### src/rtl/pwm_vsi_nch.sv
// pwm_vsi_nch - multi-leg edge-aligned PWM modulator for a voltage-source inverter.
//
// One up-counter is shared by all legs. It runs 0..P-1, where P is the
// shadowed period. Each leg compares its shadowed duty word against the
// counter and drives a complementary pair of gate commands.
//
// Ports
//   clk     in   system clock, rising edge
//   rst     in   asynchronous, active-high reset
//   en      in   run enable (low = modulator stopped, shadows follow inputs)
//   period  in   CW     carrier period in clk cycles
//   d       in   N_CH*CW packed duty words, leg i at [i*CW +: CW]
//   dead    in   DTW    dead time in clk cycles
//   S_hi    out  N_CH   registered high-side gate commands
//   S_lo    out  N_CH   registered low-side gate commands
//   sync    out  1      registered pulse for the counter==0 cycle
//
// Build option
//   PWM_VSI_DEADTIME_EN  when defined, dead-time insertion is built in.
//                        When undefined, the dead port is ignored.
module pwm_vsi_nch #(
    parameter int N_CH = 3,
    parameter int CW   = 10,
    parameter int DTW  = 4
) (
    input  logic                 clk,
    input  logic                 rst,
    input  logic                 en,
    input  logic [CW-1:0]        period,
    input  logic [N_CH*CW-1:0]   d,
    input  logic [DTW-1:0]       dead,
    output logic [N_CH-1:0]      S_hi,
    output logic [N_CH-1:0]      S_lo,
    output logic                 sync
);

    logic [CW-1:0]      r_cnt_p0;
    logic [CW-1:0]      r_per_sh;
    logic [N_CH*CW-1:0] r_d_sh;
    logic [N_CH-1:0]    r_s_hi_p1;
    logic [N_CH-1:0]    r_s_lo_p1;
    logic               r_sync_p1;

    logic               w_run;
    logic               w_act;
    logic               w_wrap;
    logic               w_load;
    logic [N_CH-1:0]    w_ref_p0;

    // A period below 2 stalls the modulator: counter parked, legs off.
    assign w_run  = (r_per_sh >= CW'(2));
    assign w_act  = en & w_run;
    assign w_wrap = (r_cnt_p0 == (r_per_sh - CW'(1)));
    // While stalled or stopped, the shadows keep tracking the inputs so a
    // usable period is picked up without needing an en toggle.
    assign w_load = ~w_act | w_wrap;

    // ---- stage p0: carrier counter, shadow registers, references ----
    always_ff @(posedge clk or posedge rst) begin
        if (rst) begin
            r_cnt_p0 <= '0;
        end else if (~w_act | w_wrap) begin
            r_cnt_p0 <= '0;
        end else begin
            r_cnt_p0 <= r_cnt_p0 + CW'(1);
        end
    end

    always_ff @(posedge clk or posedge rst) begin
        if (rst) begin
            r_per_sh <= '0;
            r_d_sh   <= '0;
        end else if (w_load) begin
            r_per_sh <= period;
            r_d_sh   <= d;
        end
    end

    always_comb begin
        w_ref_p0 = '0;
        for (int i = 0; i < N_CH; i++) begin
            w_ref_p0[i] = w_run & (r_d_sh[i*CW +: CW] > r_cnt_p0);
        end
    end

    // ---- stage p1: registered gate commands and sync ----
    always_ff @(posedge clk or posedge rst) begin
        if (rst) begin
            r_sync_p1 <= 1'b0;
        end else begin
            r_sync_p1 <= w_act & (r_cnt_p0 == '0);
        end
    end

`ifdef PWM_VSI_DEADTIME_EN
    // Run-length counter per leg: how many consecutive cycles the reference
    // has held its present value, saturating at 2**DTW so that it can always
    // exceed the largest dead time.
    localparam int              KW    = DTW + 1;
    localparam logic [KW-1:0]   K_SAT = KW'(1) << DTW;

    logic [DTW-1:0]  r_dead_sh;
    logic [N_CH-1:0] r_ref_prev_p1;
    logic [KW-1:0]   r_run_p1 [N_CH];
    logic [KW-1:0]   w_run_nxt [N_CH];
    logic [N_CH-1:0] w_on;

    function automatic logic [KW-1:0] f_sat_inc(input logic [KW-1:0] v);
        if (v == K_SAT) begin
            return v;
        end
        return v + KW'(1);
    endfunction

    always_ff @(posedge clk or posedge rst) begin
        if (rst) begin
            r_dead_sh <= '0;
        end else if (w_load) begin
            r_dead_sh <= dead;
        end
    end

    // An edge restarts the run at 1; a leg's output may assert only once the
    // run is longer than the dead time, so dead=0 gives no gap at all.
    always_comb begin
        w_on = '0;
        for (int i = 0; i < N_CH; i++) begin
            if (w_ref_p0[i] != r_ref_prev_p1[i]) begin
                w_run_nxt[i] = KW'(1);
            end else begin
                w_run_nxt[i] = f_sat_inc(r_run_p1[i]);
            end
            w_on[i] = (w_run_nxt[i] > {1'b0, r_dead_sh});
        end
    end

    // Clearing prev/run to zero makes the first active cycle look like a
    // fresh edge, so both outputs start low after enable or reset.
    always_ff @(posedge clk or posedge rst) begin
        if (rst) begin
            r_ref_prev_p1 <= '0;
            r_s_hi_p1     <= '0;
            r_s_lo_p1     <= '0;
            for (int i = 0; i < N_CH; i++) begin
                r_run_p1[i] <= '0;
            end
        end else if (~w_act) begin
            r_ref_prev_p1 <= '0;
            r_s_hi_p1     <= '0;
            r_s_lo_p1     <= '0;
            for (int i = 0; i < N_CH; i++) begin
                r_run_p1[i] <= '0;
            end
        end else begin
            r_ref_prev_p1 <= w_ref_p0;
            r_s_hi_p1     <= w_ref_p0 & w_on;
            r_s_lo_p1     <= ~w_ref_p0 & w_on;
            for (int i = 0; i < N_CH; i++) begin
                r_run_p1[i] <= w_run_nxt[i];
            end
        end
    end
`else
    logic w_unused_dead;
    assign w_unused_dead = ^dead;

    always_ff @(posedge clk or posedge rst) begin
        if (rst) begin
            r_s_hi_p1 <= '0;
            r_s_lo_p1 <= '0;
        end else if (~w_act) begin
            r_s_hi_p1 <= '0;
            r_s_lo_p1 <= '0;
        end else begin
            r_s_hi_p1 <= w_ref_p0;
            r_s_lo_p1 <= ~w_ref_p0;
        end
    end
`endif

    assign S_hi = r_s_hi_p1;
    assign S_lo = r_s_lo_p1;
    assign sync = r_sync_p1;

endmodule

### config.mk
export PLATFORM = sky130hd
export DESIGN_NAME = pwm_vsi_nch
export DESIGN_NICKNAME = d
export VERILOG_FILES = /design/src/rtl/pwm_vsi_nch.sv
export SDC_FILE = /design/constraint.sdc
export NUM_CORES = 1
export LEC_CHECK = 0
export ABC_AREA = 1
export CAP_MARGIN = 20
export CORE_MARGIN = 3
export CORE_UTILIZATION = 45
export DETAILED_ROUTE_END_ITERATION = 8
export PLACE_DENSITY = 0.69
export SKIP_CTS_REPAIR_TIMING = 1
export SYNTH_ARGS = -nofsm -noshare
export SYNTH_HDL_FRONTEND = slang
export SYNTH_SLANG_ARGS = --single-unit
### constraint.sdc
create_clock -name clk -period 4.4 [get_ports clk]
set_clock_uncertainty 0.05 [all_clocks]
set_input_delay 0.88 -clock clk [delete_from_list [all_inputs] [get_ports clk]]
set_output_delay 0.88 -clock clk [all_outputs]
set_load 0.05 [all_outputs]
==> run_results.csv <==
group,metric,value,unit
sta,rsz0062_at_grt,"no",
sta,period_needed,2.73,ns
global_route,grt_max_degree,43,
power_and_ir_drop,power.leakage,2.09,nW
power_and_ir_drop,vdd_drop_max,0.200,mV
sta,min_period_over_period,62.2,%
clock_tree,cts_root_buffer,"clkbuf_8",
synth,synthAdderAreaFrac,12.5,%
sta,timing.setup.tns,0,ns
finish,fin_nets,568,
synth,synth_top_family_by_area,"simple AND/OR/NAND/NOR gates",
placement,dp_hpwl,5680,microns
setup_path,crit_path_end_kind,"register",
finish,fin_util,57.3,%
power_and_ir_drop,power.density,343,mW/mm^2
clock_tree,cts_sinks,57,
synth,syn-num-nets,517,
synth,synth_cell_types,29,
route,vias,3039,
sta,maxSlewViolCount,0,
sta,worstMarginPinSlew,0.565,ns
synth,synth_edf_count,0,
clock_tree,insertion_delay,0.34,ns
placement,place_ws,1.67,ns
clock_tree,clk_path_buf_depth,2,
floorplanning,io_pins,54,
floorplanning,floorplan.die_area,0.00862,sq mm
global_route,grt_pass1_wl,14100,microns
setup_path,max_stage_delay,0.40,ns
route,viasPerCell,5.14,
setup_path,required,4.63,ns
clock_tree,h-tree-depth,3,
synth,synth.cell_area,0.00339,sq mm
synth,synth_compound_area_share,5.53,%
outcome,outcome,"complete, no violations",
synth,synth.area.mux_share,0,%
synth,synth.most_common_cell,"nand2_1",
setup_path,critPathMaxFanout,25,
synth,avgSynthCellArea,7.79,sq um
synth,yosys-top-cells-count,"nand2_1 (148), dfrtp_1 (57), nand3_1 (53), nor2_1 (37), inv_1 (35)",
synth,ys_warn_count,0,
route,wire_per_inst,13.7,microns
floorplanning,die_y,92.9,microns
finish,drive_gt1_share,5.69,%
global_route,grt_pass1_vias,3051,
route,drt_iter0_drc,206,
setup_path,crit_path_top_delay_cell,"dfrtp_1",
setup_path,worst_ep_arrival_time,2.96,ns
clock_tree,cts_tree,"built",
synth,async_reset_ff_share,100,%
sta,slew_headroom,62.3,%
finish,antenna_cells,0,
sta,final.setup.worst_slack,1.67,ns
sta,hold_violations,0,
setup_path,path_class,"reg2reg",
clock_tree,cts.clk_slew.worst_paths,0.07,ns
flow_run,max-cap-violations,0,
route,routed_wl,8100,microns
setup_path,cp_cell_sequence,"inv_1 -> ha_1 -> nor3_1 -> nand3_1 -> nand2_1 -> inv_2 -> nand2_2 -> buf_4 -> nand2_1 -> nand2_1",
setup_path,path_common_cell,"nand2_1",
min_path,hold_path.class,"reg2reg",
synth,ys_ff_latch,57,
floorplanning,start_util,46.6,%
global_route,antenna_found_initial,0,
floorplanning,dieWidth,92.9,microns
synth,synthSimpleGateAreaFrac,31.6,%
global_route,grt_remaining_overflow,0,
floorplanning,core,0.00729,sq mm
synth,synth_top_area_cell,"dfrtp_1",
clock_tree,cts_buffers,9,
synth,netlist_instances,436,
floorplanning,placementRows,31,
finish,syn2layout_area_growth,23.0,%
placement,io_buffers,49,
synth,ys.flop_type,"dfrtp_1",
sta,fmax,366,MHz
sta,finalSetupViolCount,0,
synth,synth_top_cells_by_area,"dfrtp_1 (42%), nand2_1 (16%), ha_1 (13%), nand3_1 (7.8%), nor2_1 (4.1%)",
synth,synth_top_area_share,42.0,%
synth,yosysSeqAreaShare,42.0,%
global_route,grtUsageTotal,20.7,%
route,drc_errors,0,
setup_path,worstSetupStartpointType,"register",
route,dr.pass1.iters,4,
route,ant_nets,0,
placement,place.gp.congestion,0.917,
synth,synth_xor_area_share,2.06,%
-- final timing paths --
kind / slack (ns) / cells past startpoint / endpoint / startpoint
max reg2reg: 1.67 / 10 / r_d_sh[3]$_DFFE_PP0P_ / r_per_sh[0]$_DFFE_PP0P_
min reg2reg: 0.46 / 2 / r_d_sh[0]$_DFFE_PP0P_ / r_d_sh[0]$_DFFE_PP0P_
max in group asynchronous: 2.62 / 3 / r_per_sh[8]$_DFFE_PP0P_ / rst
min: 0.46 / 2 / r_d_sh[0]$_DFFE_PP0P_ / r_d_sh[0]$_DFFE_PP0P_
max: 1.67 / 10 / r_d_sh[3]$_DFFE_PP0P_ / r_per_sh[0]$_DFFE_PP0P_
min in group asynchronous: 0.86 / 2 / r_d_sh[17]$_DFFE_PP0P_ / rst
-- critical path, delay by kind of cell, from the launching register on --
| kind | cells | cell delay (ns) |
|---|---|---|
| DFF | 1 | 0.40 |
| buffers and inverters | 3 | 0.61 |
| adders and majority gates | 1 | 0.22 |
| and+or+nand+nor | 6 | 1.37 |
-- final cells by class --
type	count	area (sq um)
clock buffer	12	165
clock inverter	4	50.0
fill	708	3120
inverter	36	135
multi-input combinational	330	1760
sequential	57	1430
tap	99	124
timing repair buffer	53	520
-- per-stage QoR --
stage	instance area, sq um	cells	hold WS [ns]	power [W]
detailed placement	3960	575	0.444	0.000921
floorplan	3390	436	0.426	0.000815
CTS	4180	591	0.462	0.00145
finish	4180	591	0.459	0.00143
global placement	3960	575	0.446	0.000910
global route	4180	591	0.490	0.00152
-- cell families (layout without fill, tap and decap cells) --
logic type	after synthesis	count (layout)
flops	57	57
xor+xnor	8	8
compound gates	32	32
simple gates	256	256
fa+ha+maj	34	34
buf+inv	49	105
-- where the power goes --
group          internal, W  total [W]  switching [W]  leakage, nW
Clock             0.000307   0.000522       0.000215        0.105
Combinational     0.000129   0.000304       0.000175         1.27
Sequential        0.000570   0.000606      0.0000354        0.714
-- sequential cells by signal, summed over array words and instances (netlist names) --
name,count
S_hi,3
S_lo,3
r_cnt_p0,10
r_d_sh,30
r_per_sh,10
sync,1
-- placed cells by master, fill, tap and decap left out --
| cell | synthesis | layout |
|---|---|---|
| o21ai_0 | 6 | 6 |
| buf_4 | 0 | 4 |
| nand3_1 | 53 | 53 |
| ha_1 | 34 | 34 |
| nor2_2 | 3 | 3 |
| nor2_1 | 37 | 37 |
| or2_1 | 1 | 1 |
| nor3_1 | 4 | 4 |
| inv_2 | 1 | 2 |
| nand2_1 | 148 | 148 |
| nand3b_1 | 1 | 1 |
| clkinvlp_4 | 0 | 2 |
| a211oi_1 | 1 | 1 |
| xnor2_1 | 3 | 3 |
| bufinv_16 | 0 | 1 |
| dfrtp_1 | 57 | 57 |
| a21oi_1 | 15 | 15 |
| o2111ai_1 | 2 | 2 |
| o21ai_1 | 2 | 2 |
| inv_1 | 35 | 34 |
| nor4_1 | 1 | 1 |
| o211ai_1 | 3 | 3 |
| clkinv_2 | 0 | 1 |
| xor2_1 | 5 | 5 |
| o41ai_1 | 2 | 2 |
| nand3_2 | 1 | 1 |
| clkbuf_8 | 0 | 12 |
| nand4_1 | 5 | 5 |
| o21a_1 | 1 | 1 |
| clkdlybuf4s50_1 | 0 | 49 |
| nand2_2 | 2 | 2 |
-- routing by layer --
metal	GRT usage, %	vias to the layer above	part of all wire (%)
met5	0	-	0
met1	27.1	1426	44
met4	7.20	0	1.7
met2	33.5	77	49
li1	-	1524	-
met3	5.12	12	5.5
Power figures use the tool's default switching activity.
